--- src/rtl/score_keeper.sv ---
// score_keeper
//   Score, line and level bookkeeping downstream of the board block, plus the
//   gravity tick generator for the game controller.
//
//   Each validate_done with 1..4 cleared lines adds the base points
//   (40/100/300/1200) level+1 times. Each add is one 6-digit BCD add per
//   cycle, and the score saturates at 999999. A one-cycle LEVELUP step then
//   updates total_lines (saturates at 999) and the level (saturates at
//   MAX_LEVEL). A validate_done that arrives while the FSM is working is
//   held in a one-deep pending slot.
//
//   Optional build macro SOFT_DROP_SCORE_EN: each gravity tick taken with
//   soft_drop high while the FSM idles adds one point to the score.
//
// Ports
//   clk, rst       clock, asynchronous active-high reset
//   new_game       clears score/lines/level/pending/gravity, FSM to IDLE
//   game_active    enables the gravity counter
//   soft_drop      selects SOFT_INTERVAL as the gravity interval
//   validate_done  end-of-validate pulse from the board
//   lines_cleared  rows removed in that validate (0..4)
//   score_bcd      six BCD digits, [23:20] most significant
//   total_lines    binary line total, saturating at 999
//   level          current level
//   gravity_tick   one-cycle drop pulse
//   busy           high while a score add is in progress
//   score_done     one-cycle pulse when a validate has been fully scored
module score_keeper #(
  parameter int unsigned BASE_INTERVAL   = 32'd50000000,
  parameter int unsigned STEP_INTERVAL   = 32'd3000000,
  parameter int unsigned MIN_INTERVAL    = 32'd5000000,
  parameter int unsigned SOFT_INTERVAL   = 32'd2500000,
  parameter int unsigned LINES_PER_LEVEL = 32'd10,
  parameter int unsigned MAX_LEVEL       = 32'd15
) (
  input  logic        clk,
  input  logic        rst,
  input  logic        new_game,
  input  logic        game_active,
  input  logic        soft_drop,
  input  logic        validate_done,
  input  logic [2:0]  lines_cleared,
  output logic [23:0] score_bcd,
  output logic [9:0]  total_lines,
  output logic [3:0]  level,
  output logic        gravity_tick,
  output logic        busy,
  output logic        score_done
);

  localparam int unsigned GRAV_MAX_A = (BASE_INTERVAL > SOFT_INTERVAL) ? BASE_INTERVAL : SOFT_INTERVAL;
  localparam int unsigned GRAV_MAX   = (GRAV_MAX_A > MIN_INTERVAL) ? GRAV_MAX_A : MIN_INTERVAL;
  localparam int          CNT_W      = $clog2(GRAV_MAX + 32'd1);
  // lines_in_level stays below LINES_PER_LEVEL, so +4 lines must fit before the wrap
  localparam int          LIL_W      = $clog2(LINES_PER_LEVEL + 32'd5);

  typedef enum logic [1:0] {S_IDLE, S_LOAD, S_ADD, S_LEVELUP} state_t;

  state_t             r_state;
  logic [2:0]         r_n;
  logic [4:0]         r_rep;
  logic [23:0]        r_addend;
  logic [23:0]        r_score;
  logic [9:0]         r_lines;
  logic [3:0]         r_level;
  logic [LIL_W-1:0]   r_lil;
  logic               r_pend_v;
  logic [2:0]         r_pend_n;
  logic               r_busy;
  logic               r_score_done;
  logic               r_tick;
  logic [CNT_W-1:0]   r_grav_cnt;

  logic               w_take;
  logic [2:0]         w_take_n;
  logic               w_take_scores;
  logic [31:0]        w_level_dec;
  logic [31:0]        w_interval;
  logic               w_tick_hit;
  logic [10:0]        w_lines_sum;
  logic [LIL_W-1:0]   w_lil_sum;
  logic               w_soft_pt;

  // Six-digit BCD add; bit 24 is the carry out of the top digit.
  function automatic logic [24:0] bcd_add6(input logic [23:0] a, input logic [23:0] b);
    logic [23:0] sum;
    logic        c;
    logic [4:0]  d;
    c = 1'b0;
    sum = 24'h000000;
    for (int i = 0; i < 6; i++) begin
      d = {1'b0, a[4*i +: 4]} + {1'b0, b[4*i +: 4]} + {4'b0000, c};
      d = (d > 5'd9) ? (d + 5'd6) : d;
      sum[4*i +: 4] = d[3:0];
      c = d[4];
    end
    return {c, sum};
  endfunction

  // BCD add that pins the result at 999999 on overflow.
  function automatic logic [23:0] bcd_sat_add(input logic [23:0] a, input logic [23:0] b);
    logic [24:0] r;
    r = bcd_add6(a, b);
    return r[24] ? 24'h999999 : r[23:0];
  endfunction

  // Base points for a clear of n rows, in BCD.
  function automatic logic [23:0] points_bcd(input logic [2:0] n);
    case (n)
      3'd1:    return 24'h000040;
      3'd2:    return 24'h000100;
      3'd3:    return 24'h000300;
      3'd4:    return 24'h001200;
      default: return 24'h000000;
    endcase
  endfunction

  // Request selection, gravity interval and the LEVELUP sums.
  always_comb begin
    w_take = (r_state == S_IDLE) && (r_pend_v || validate_done);
    if (r_pend_v) begin
      w_take_n = r_pend_n;
    end else begin
      w_take_n = lines_cleared;
    end
    w_take_scores = (w_take_n != 3'd0) && (w_take_n <= 3'd4);

    w_level_dec = 32'(r_level) * STEP_INTERVAL;
    if (soft_drop) begin
      w_interval = SOFT_INTERVAL;
    end else if (BASE_INTERVAL >= w_level_dec + MIN_INTERVAL) begin
      w_interval = BASE_INTERVAL - w_level_dec;
    end else begin
      w_interval = MIN_INTERVAL;
    end
    // >= rather than == so a shrinking interval never skips a tick
    w_tick_hit = game_active && (32'(r_grav_cnt) >= (w_interval - 32'd1));

    w_lines_sum = {1'b0, r_lines} + {8'd0, r_n};
    w_lil_sum   = r_lil + LIL_W'(r_n);

`ifdef SOFT_DROP_SCORE_EN
    w_soft_pt = w_tick_hit && soft_drop && (r_state == S_IDLE) && !w_take;
`else
    w_soft_pt = 1'b0;
`endif
  end

  // Scoring FSM with its pending slot and the score/lines/level registers.
  always_ff @(posedge clk or posedge rst) begin
    if (rst) begin
      r_state      <= S_IDLE;
      r_n          <= 3'd0;
      r_rep        <= 5'd0;
      r_addend     <= 24'h000000;
      r_score      <= 24'h000000;
      r_lines      <= 10'd0;
      r_level      <= 4'd0;
      r_lil        <= '0;
      r_pend_v     <= 1'b0;
      r_pend_n     <= 3'd0;
      r_busy       <= 1'b0;
      r_score_done <= 1'b0;
    end else if (new_game) begin
      r_state      <= S_IDLE;
      r_n          <= 3'd0;
      r_rep        <= 5'd0;
      r_score      <= 24'h000000;
      r_lines      <= 10'd0;
      r_level      <= 4'd0;
      r_lil        <= '0;
      r_pend_v     <= 1'b0;
      r_pend_n     <= 3'd0;
      r_busy       <= 1'b0;
      r_score_done <= 1'b0;
    end else begin
      r_score_done <= 1'b0;
      // While working, park one request; any further request is dropped.
      if ((r_state != S_IDLE) && validate_done && !r_pend_v) begin
        r_pend_v <= 1'b1;
        r_pend_n <= lines_cleared;
      end
      case (r_state)
        S_IDLE: begin
          if (w_take) begin
            r_n <= w_take_n;
            if (r_pend_v) begin
              // pending entry goes first; a same-cycle pulse takes its slot
              r_pend_v <= validate_done;
              r_pend_n <= lines_cleared;
            end
            if (w_take_scores) begin
              r_state <= S_LOAD;
            end else begin
              r_score_done <= 1'b1;
            end
          end else if (w_soft_pt) begin
            r_score <= bcd_sat_add(r_score, 24'h000001);
          end
        end
        S_LOAD: begin
          r_rep    <= {1'b0, r_level} + 5'd1;
          r_addend <= points_bcd(r_n);
          r_busy   <= 1'b1;
          r_state  <= S_ADD;
        end
        S_ADD: begin
          r_score <= bcd_sat_add(r_score, r_addend);
          r_rep   <= r_rep - 5'd1;
          if (r_rep == 5'd1) begin
            r_state <= S_LEVELUP;
          end
        end
        S_LEVELUP: begin
          r_lines <= (w_lines_sum > 11'd999) ? 10'd999 : w_lines_sum[9:0];
          if (w_lil_sum >= LIL_W'(LINES_PER_LEVEL)) begin
            r_lil <= w_lil_sum - LIL_W'(LINES_PER_LEVEL);
            if (r_level != 4'(MAX_LEVEL)) begin
              r_level <= r_level + 4'd1;
            end
          end else begin
            r_lil <= w_lil_sum;
          end
          r_score_done <= 1'b1;
          r_busy       <= 1'b0;
          r_state      <= S_IDLE;
        end
        default: begin
          r_state <= S_IDLE;
          r_busy  <= 1'b0;
        end
      endcase
    end
  end

  // Gravity counter and registered tick.
  always_ff @(posedge clk or posedge rst) begin
    if (rst) begin
      r_grav_cnt <= '0;
      r_tick     <= 1'b0;
    end else if (new_game || !game_active) begin
      r_grav_cnt <= '0;
      r_tick     <= 1'b0;
    end else if (w_tick_hit) begin
      r_grav_cnt <= '0;
      r_tick     <= 1'b1;
    end else begin
      r_grav_cnt <= r_grav_cnt + {{(CNT_W-1){1'b0}}, 1'b1};
      r_tick     <= 1'b0;
    end
  end

  assign score_bcd    = r_score;
  assign total_lines  = r_lines;
  assign level        = r_level;
  assign gravity_tick = r_tick;
  assign busy         = r_busy;
  assign score_done   = r_score_done;

endmodule
--- config.mk ---
export PLATFORM = sky130hd
export DESIGN_NAME = score_keeper
export DESIGN_NICKNAME = d
export VERILOG_FILES = /design/src/rtl/score_keeper.sv
export SDC_FILE = /design/constraint.sdc
export NUM_CORES = 1
export LEC_CHECK = 0
export CORE_UTILIZATION = 50
export CTS_BUF_LIST = sky130_fd_sc_hd__clkbuf_16
export DETAILED_ROUTE_END_ITERATION = 8
export PLACE_DENSITY = 0.69
export REMOVE_ABC_BUFFERS = 1
export SETUP_SLACK_MARGIN = 0.5
export SLEW_MARGIN = 20
export SYNTH_ARGS = -nofsm -noshare
export SYNTH_HDL_FRONTEND = slang
export SYNTH_SLANG_ARGS = --single-unit
--- constraint.sdc ---
create_clock -name clk -period 19.4 [get_ports clk]
set_clock_uncertainty 0.05 [all_clocks]
set_input_delay 3.88 -clock clk [delete_from_list [all_inputs] [get_ports clk]]
set_output_delay 3.88 -clock clk [all_outputs]
set_load 0.03 [all_outputs]
# [Yosys cells after proc, flatten, opt, wreduce, memory -nomap -nowiden]
# Index checks and enable logic that the tools add are counted.
[totals] output_inout_bits=41 regBits=109 wordCells=143 inputBits=9
[classes] magnitude_cmp=11 bitwise_logic=1 addsub=27 n_reduce_logical=24 mux=53 mul=1 eq_ne=12
[ops] cell="2-to-1 mux 24 bit" count=3
[ops] cell="2-to-1 mux 32 bit" count=2
[ops] cell="2-to-1 mux 26 bit" count=2
[ops] cell="case mux 13 bit (4 select lines)" count=1
[ops] cell="2-to-1 mux 5 bit" count=7
[ops] cell=">= comparator 26 x 32 -> 1 bit" count=1
[ops] cell="subtractor 32 x 1 -> 32 bit (second input constant)" count=1
[ops] cell="adder 4 x 4 -> 5 bit" count=6
[ops] cell="adder 5 x 3 -> 5 bit (second input constant)" count=6
[ops] cell="> comparator 5 x 4 -> 1 bit (second input constant)" count=6
[ops] cell="2-to-1 mux 10 bit" count=3
[ops] cell="2-to-1 mux 4 bit" count=7
[ops] cell="adder 26 x 23 -> 27 bit (second input constant)" count=1
[ops] cell=">= comparator 26 x 27 -> 1 bit (first input constant)" count=1
[ops] cell="2-to-1 mux 3 bit" count=9
[ops] cell="subtractor 26 x 26 -> 27 bit (first input constant)" count=1
[ops] cell="adder 26 x 1 -> 26 bit (second input constant)" count=1
[ops] cell="adder 5 x 1 -> 5 bit" count=5
[ops] cell="multiplier 4 x 16 -> 20 bit (second input constant)" count=1
[ops] cell="nonzero test 2 bit" count=7
[ops] cell="adder 10 x 3 -> 11 bit" count=1
[ops] cell="> comparator 11 x 10 -> 1 bit (second input constant)" count=1
[ops] cell="2-to-1 mux 1 bit" count=11
[ops] cell="case mux 5 bit (2 select lines)" count=1
[ops] cell="26 further kinds" count=44

# [Depth between registers and ports, before layout]
[depth] depth_word=21 ltp_mapped=45 mapped_depth_nobuf=42

# [Worst setup path after synthesis]
# Ideal clock, no wire load.
[synth_timing] path_type="register to register" startpoint="reg r_score[1], in the netlist score_bcd[1]" endpoint="reg r_score[13], in the netlist score_bcd[13]" arrival_ps=7450 required_ps=19281 slack_ps=11831 stages_incl_launch_ff=40 period_less_slack_ps=7569 path_buffers=2 setup_time_ps=69 cell_sequence="dfrtp_1 > inv_1 > ha_1 > inv_1 > ha_1 > a21oi_1 > nor2_1 > ha_1 > ha_1 > xnor2_1 > ha_1 > nor2_1 > mux2i_1 > fa_1 > fa_1 > xor2_1 > ha_1 > nor2_1 > (+4 left out) > buf_1 > nand2_1 > nand3_1 > nor3b_1 > ha_1 > clkbuf_1 > o211ai_1 > o211ai_1 > o21ai_0 > ha_1 > ha_1 > nand2b_1 > nand2_1 > a221o_1 > inv_1 > nand2_1 > nor2_1 > a32o_1"
[synth_between] elab_chain_cells=21 word_cells_on_any_way=27 cone_classes="12 x add/sub; 6 x order compare; 9 x mux"
[synth_lines] element="from (decl)" line="63" rtl="logic [23:0] r_score;"
[synth_lines] element="from (signal assigned)" line="198" rtl="r_score <= bcd_sat_add(r_score, 24'h000001);"
[synth_lines] element="from (signal assigned)" line="208" rtl="r_score <= bcd_sat_add(r_score, r_addend);"
[synth_lines] element="adder 4 x 4 -> 5 bit (*)" line="92" rtl="d = {1'b0, a[4*i +: 4]} + {1'b0, b[4*i +: 4]} + {4'b0000, c};"
[synth_lines] element="adder 5 x 3 -> 5 bit or > comparator 5 x 4 -> 1 bit (tied branches)" line="93" rtl="d = (d > 5'd9) ? (d + 5'd6) : d;"
[synth_lines] element="2-to-1 mux 5 bit (*)" line="93"
[synth_lines] element="adder 5 x 1 -> 5 bit (*)" line="92"
[synth_lines] element="adder 5 x 3 -> 5 bit or > comparator 5 x 4 -> 1 bit (tied branches)" line="93"
[synth_lines] element="2-to-1 mux 5 bit (*)" line="93"
[synth_lines] element="adder 5 x 1 -> 5 bit (*)" line="92"
[synth_lines] element="adder 5 x 3 -> 5 bit or > comparator 5 x 4 -> 1 bit (tied branches)" line="93"
[synth_lines] element="(+5 left out)"
[synth_lines] element="adder 5 x 3 -> 5 bit or > comparator 5 x 4 -> 1 bit (tied branches)" line="93"
[synth_lines] element="2-to-1 mux 5 bit" line="93"
[synth_lines] element="adder 5 x 1 -> 5 bit" line="92"
[synth_lines] element="adder 5 x 3 -> 5 bit or > comparator 5 x 4 -> 1 bit (tied branches)" line="93"
[synth_lines] element="2-to-1 mux 5 bit" line="93"
[synth_lines] element="2-to-1 mux 24 bit (*)" line="104" rtl="return r[24] ? 24'h999999 : r[23:0];"
[synth_lines] element="2-to-1 mux 24 bit (*)" line="183" rtl="case (r_state)"
[synth_lines] element="2-to-1 mux 24 bit (*)" line="164" rtl="end else if (new_game) begin"
# Every way passes the cells marked *; elsewhere a longest branch is shown, timed or not. The select of a mux whose other input is x is not followed.
# A chain may end at the register's enable or synchronous reset.

# [Worst setup path in the final report]
[layout_timing] startpoint="reg r_score[1], in the netlist score_bcd[1]" endpoint="reg r_score[22], in the netlist score_bcd[22]"
[layout_between] elab_chain_cells=21 word_cells_on_any_way=27 cone_classes="12 x add/sub; 6 x order compare; 9 x mux"
[layout_lines] element="adder 4 x 4 -> 5 bit (*)" line="92"
[layout_lines] element="adder 5 x 3 -> 5 bit or > comparator 5 x 4 -> 1 bit (tied branches)" line="93"
[layout_lines] element="2-to-1 mux 5 bit (*)" line="93"
[layout_lines] element="adder 5 x 1 -> 5 bit (*)" line="92"
[layout_lines] element="adder 5 x 3 -> 5 bit or > comparator 5 x 4 -> 1 bit (tied branches)" line="93"
[layout_lines] element="2-to-1 mux 5 bit (*)" line="93"
[layout_lines] element="adder 5 x 1 -> 5 bit (*)" line="92"
[layout_lines] element="adder 5 x 3 -> 5 bit or > comparator 5 x 4 -> 1 bit (tied branches)" line="93"
[layout_lines] element="(+5 left out)"
[layout_lines] element="adder 5 x 3 -> 5 bit or > comparator 5 x 4 -> 1 bit (tied branches)" line="93"
[layout_lines] element="2-to-1 mux 5 bit (*)" line="93"
[layout_lines] element="adder 5 x 1 -> 5 bit (*)" line="92"
[layout_lines] element="adder 5 x 3 -> 5 bit or > comparator 5 x 4 -> 1 bit (tied branches)" line="93"
[layout_lines] element="2-to-1 mux 5 bit (*)" line="93"
[layout_lines] element="2-to-1 mux 24 bit (*)" line="104"
[layout_lines] element="2-to-1 mux 24 bit (*)" line="183"
[layout_lines] element="2-to-1 mux 24 bit (*)" line="164"
# Marked as above.

==> summary.md <==
| Metric | Value |
|---|---|
| Status | finished clean |
| Largest net degree at the start of global routing | 66 |
| Core box area | 16600 um^2 |
| Top cells by area, synth | dfrtp_1 (26%), ha_1 (12%), xnor2_1 (5.6%), nor2_1 (5.0%), xor2_1 (3.6%) |
| Vias in the first global route | 6653 |
| Max Cap Viol | 0 |
| # resized after CTS | 0 |
| Worst hold path class | reg -> reg |
| Crit-path max FO | 9 |
| Synth Flop Type | dfrtp_1 |
| Initial DRT Pass Iterations | 5 |
| CTS H-Tree Depth | 3 |
| Flop pwr share | 39.3% |
| Antenna viol nets, final | 0 |
| Final worst-path cycle share | 42.9% |
| Most common cell on crit path | ha_1 |
| GPL Wtd Cong | 0.867 |
| Yosys reg bits | 89 |
| Clk buf depth | 2 |
| Synth cell types | 99 |
| First-pass GRT wire length | 31.8 mm |
| Initial antenna violation count | 0 |
| DPL Wire Length | 13.7 mm |
| CTS Hold Bufs | 0 |
| Worst EP required | 19.63 ns |
| IO Count | 50 |
| Top cell types by occurrence after synthesis | nor2_1 (114), dfrtp_1 (89), ha_1 (80) |
| Clock root cell | clkbuf_16 |
| FFs w/ async S/R, synth | 100% |
| Initial core utilization | 51.3% |
| Setup violators final | 0 |
| Cell Area, Synth | 8530 um^2 |
| Fmax | 120 MHz |
| Die W | 133 um |
| Worst relative slew slack | 38.4% |
| Drt wl/cell | 14.9 um |
| Number of flops mapped to enable cells by yosys | 0 |
| Clock Latency Late Sink | 0.35 ns |
| Setup bufs post-CTS | 0 |
| Static Leak | 0.00410 uW |
| Slew Limit Fails | 0 |
| RSZ-0062 raised after global routing | no |
| Mean post-synth cell area | 8.58 um^2 |
| Std-Cell Rows | 47 |
| Combinational share of power | 32.0% |
| Synth top area share | 26.1% |
| # port buffers | 49 |
| Crit path DAT | 8.55 ns |
| Final min period | 8.32 ns |
| Most common cell in the netlist | nor2_1 |
| Area Overhead vs Synth | 10.1% |
| Worst Tran Pin Value | 0.917 ns |
| Hold Worst Slack | 0.438 ns |
| RR Startpoint | score_bcd[1]$_DFFE_PP0P_ |
| Setup CP Type | reg -> reg |
| Cts bufs inserted | 9 |
| Mapped Cells | 994 |
| Grt total ovfl | 0 |
| CP startpoint | score_bcd[1]$_DFFE_PP0P_ |
| Clk pwr share | 28.7% |
| CTS tree | yes |
| Layout cell share with drive strength beyond 1 | 7.56% |
| DRT iter0 DRCs | 366 |
| Final Hold Viols | 0 |
| Post-synth top area cell | dfrtp_1 |
| Detailed Route WL | 18.5 mm |
| Type of origin of the critical path | register |
| Critical-path top delay cell | nor2_1 |
| Reg clk slew, reported paths | 0.06 ns |
| Psw | 214 uW |
| Post-synthesis sequential area ratio | 26.1% |
| Die height | 133 um |
| Power Density | 63.9 nW/um^2 |
| Via density | 5.78 |
| Tot GR Track Use | 22.0% |
| Filler cells | 1529 |
| Diode count | 0 |
| Max incr delay on CP | 0.52 ns |
| Sw Ratio | 35.7% |
| Ys Warns | 0 |
| Number of remaining DRC errors | 0 |
| Hold Crit Start | r_addend[8]$_DFFE_PP0P_ |
| Setup_tns | 0 ns |
| Vias | 7151 |
| Int Power | 387 uW |
| Sinks on Clock Net | 89 |
| Die ar. | 17600 um^2 |
| Nets | 1111 |
| Crit end category | register |
| VDD IR-drop max | 0.0515 mV |
==> worst max-delay path: cells and delay by family, from the launching register on <==
family / cells / cell delay (ns)
flops: 1 / 0.41
xor+xnor: 2 / 0.36
buf+inv: 4 / 0.42
simple gates: 12 / 2.00
mux: 1 / 0.11
compound gates: 6 / 1.22
fa+ha+maj: 13 / 3.69
==> stage by stage <==
| step | instances | cell area (um^2) | util (%) | power (uW) | setup WS (ns) |
|---|---|---|---|---|---|
| after floorplan | 949 | 8310 | - | 372 | 11.88 |
| after global placement | 1222 | 9110 | 54.7 | 429 | 11.44 |
| after detailed placement | 1222 | 9110 | 54.7 | 432 | 11.16 |
| after CTS | 1238 | 9400 | 56.5 | 609 | 11.09 |
| after global routing | 1238 | 9400 | 56.5 | 640 | 10.34 |
| final | 1238 | 9400 | 56.5 | 601 | 11.08 |
==> layout by cell type (no fill, tap or decap), types with 11 or more instances in the layout <==
| cell | count |
|---|---|
| nor3_1 | 20 |
| o211ai_1 | 11 |
| a21o_1 | 12 |
| mux2i_1 | 19 |
| ha_1 | 80 |
| nand4_1 | 12 |
| xnor2_1 | 55 |
| xor2_1 | 35 |
| clkdlybuf4s50_1 | 48 |
| nor2_1 | 114 |
| nand2b_1 | 16 |
| nand2_1 | 65 |
| a21oi_1 | 52 |
| nor2_4 | 17 |
| inv_1 | 62 |
| o21ai_0 | 40 |
| nor2b_1 | 11 |
| dfrtp_1 | 89 |
| a211oi_1 | 12 |
| nand3_1 | 39 |
==> registers in the layout (all words and copies together) (netlist names), 2 cells and up <==
register / count
level: 4
r_addend: 4
r_grav_cnt: 26
r_lil: 4
r_n: 3
r_pend_n: 3
r_rep: 5
r_state: 2
score_bcd: 24
total_lines: 10
==> power groups by stage <==
stage,sequential [uW],combinational [uW],clock [uW]
2_1_floorplan,251,120,0
3_3_place_gp,239,190,0
3_5_place_dp,239,193,0
4_1_cts,236,195,178
5_1_grt,239,216,184
6_report,236,192,172
==> area by class of cell <==
cell class,instances,area (um^2),area share (%)
Tap cell,220,275,2.93
Clock buffer,9,225,2.40
Clock inverter,7,62.6,0.666
Sequential cell,89,2230,23.7
Multi-Input combinational cell,798,5850,62.3
Timing Repair Buffer,53,515,5.49
Inverter,62,235,2.50
==> path summary, 6_finish.rpt <==
kind	cells past startpoint	endpoint	slack (ns)
setup / recovery	38	score_bcd[22]$_DFFE_PP0P_	11.08
hold / removal	2	r_addend[8]$_DFFE_PP0P_	0.44
max in group asynchronous	3	level[2]$_DFFE_PP0P_	14.35
setup reg to reg	38	score_bcd[22]$_DFFE_PP0P_	11.08
hold reg to reg	2	r_addend[8]$_DFFE_PP0P_	0.44
min in group asynchronous	2	r_n[1]$_DFFE_PP0P_	3.80
==> layer usage <==
layer / GRT usage, % / up-vias / wire, um
met5: 0 / - / 0
met4: 5.94 / 0 / 204
met3: 2.53 / 15 / 555
met2: 37.3 / 115 / 8840
met1: 29.6 / 3421 / 8880
li1: - / 3600 / -
==> cells by family after synthesis <==
| kind of cell | share of synthesized area, % |
|---|---|
| compound gates | 19.9 |
| xor+xnor | 9.43 |
| simple gates | 22.7 |
| flops | 26.1 |
| buf+inv | 5.28 |
| fa+ha+maj | 13.8 |
| mux | 2.80 |
(Power assumes the default switching activity.)
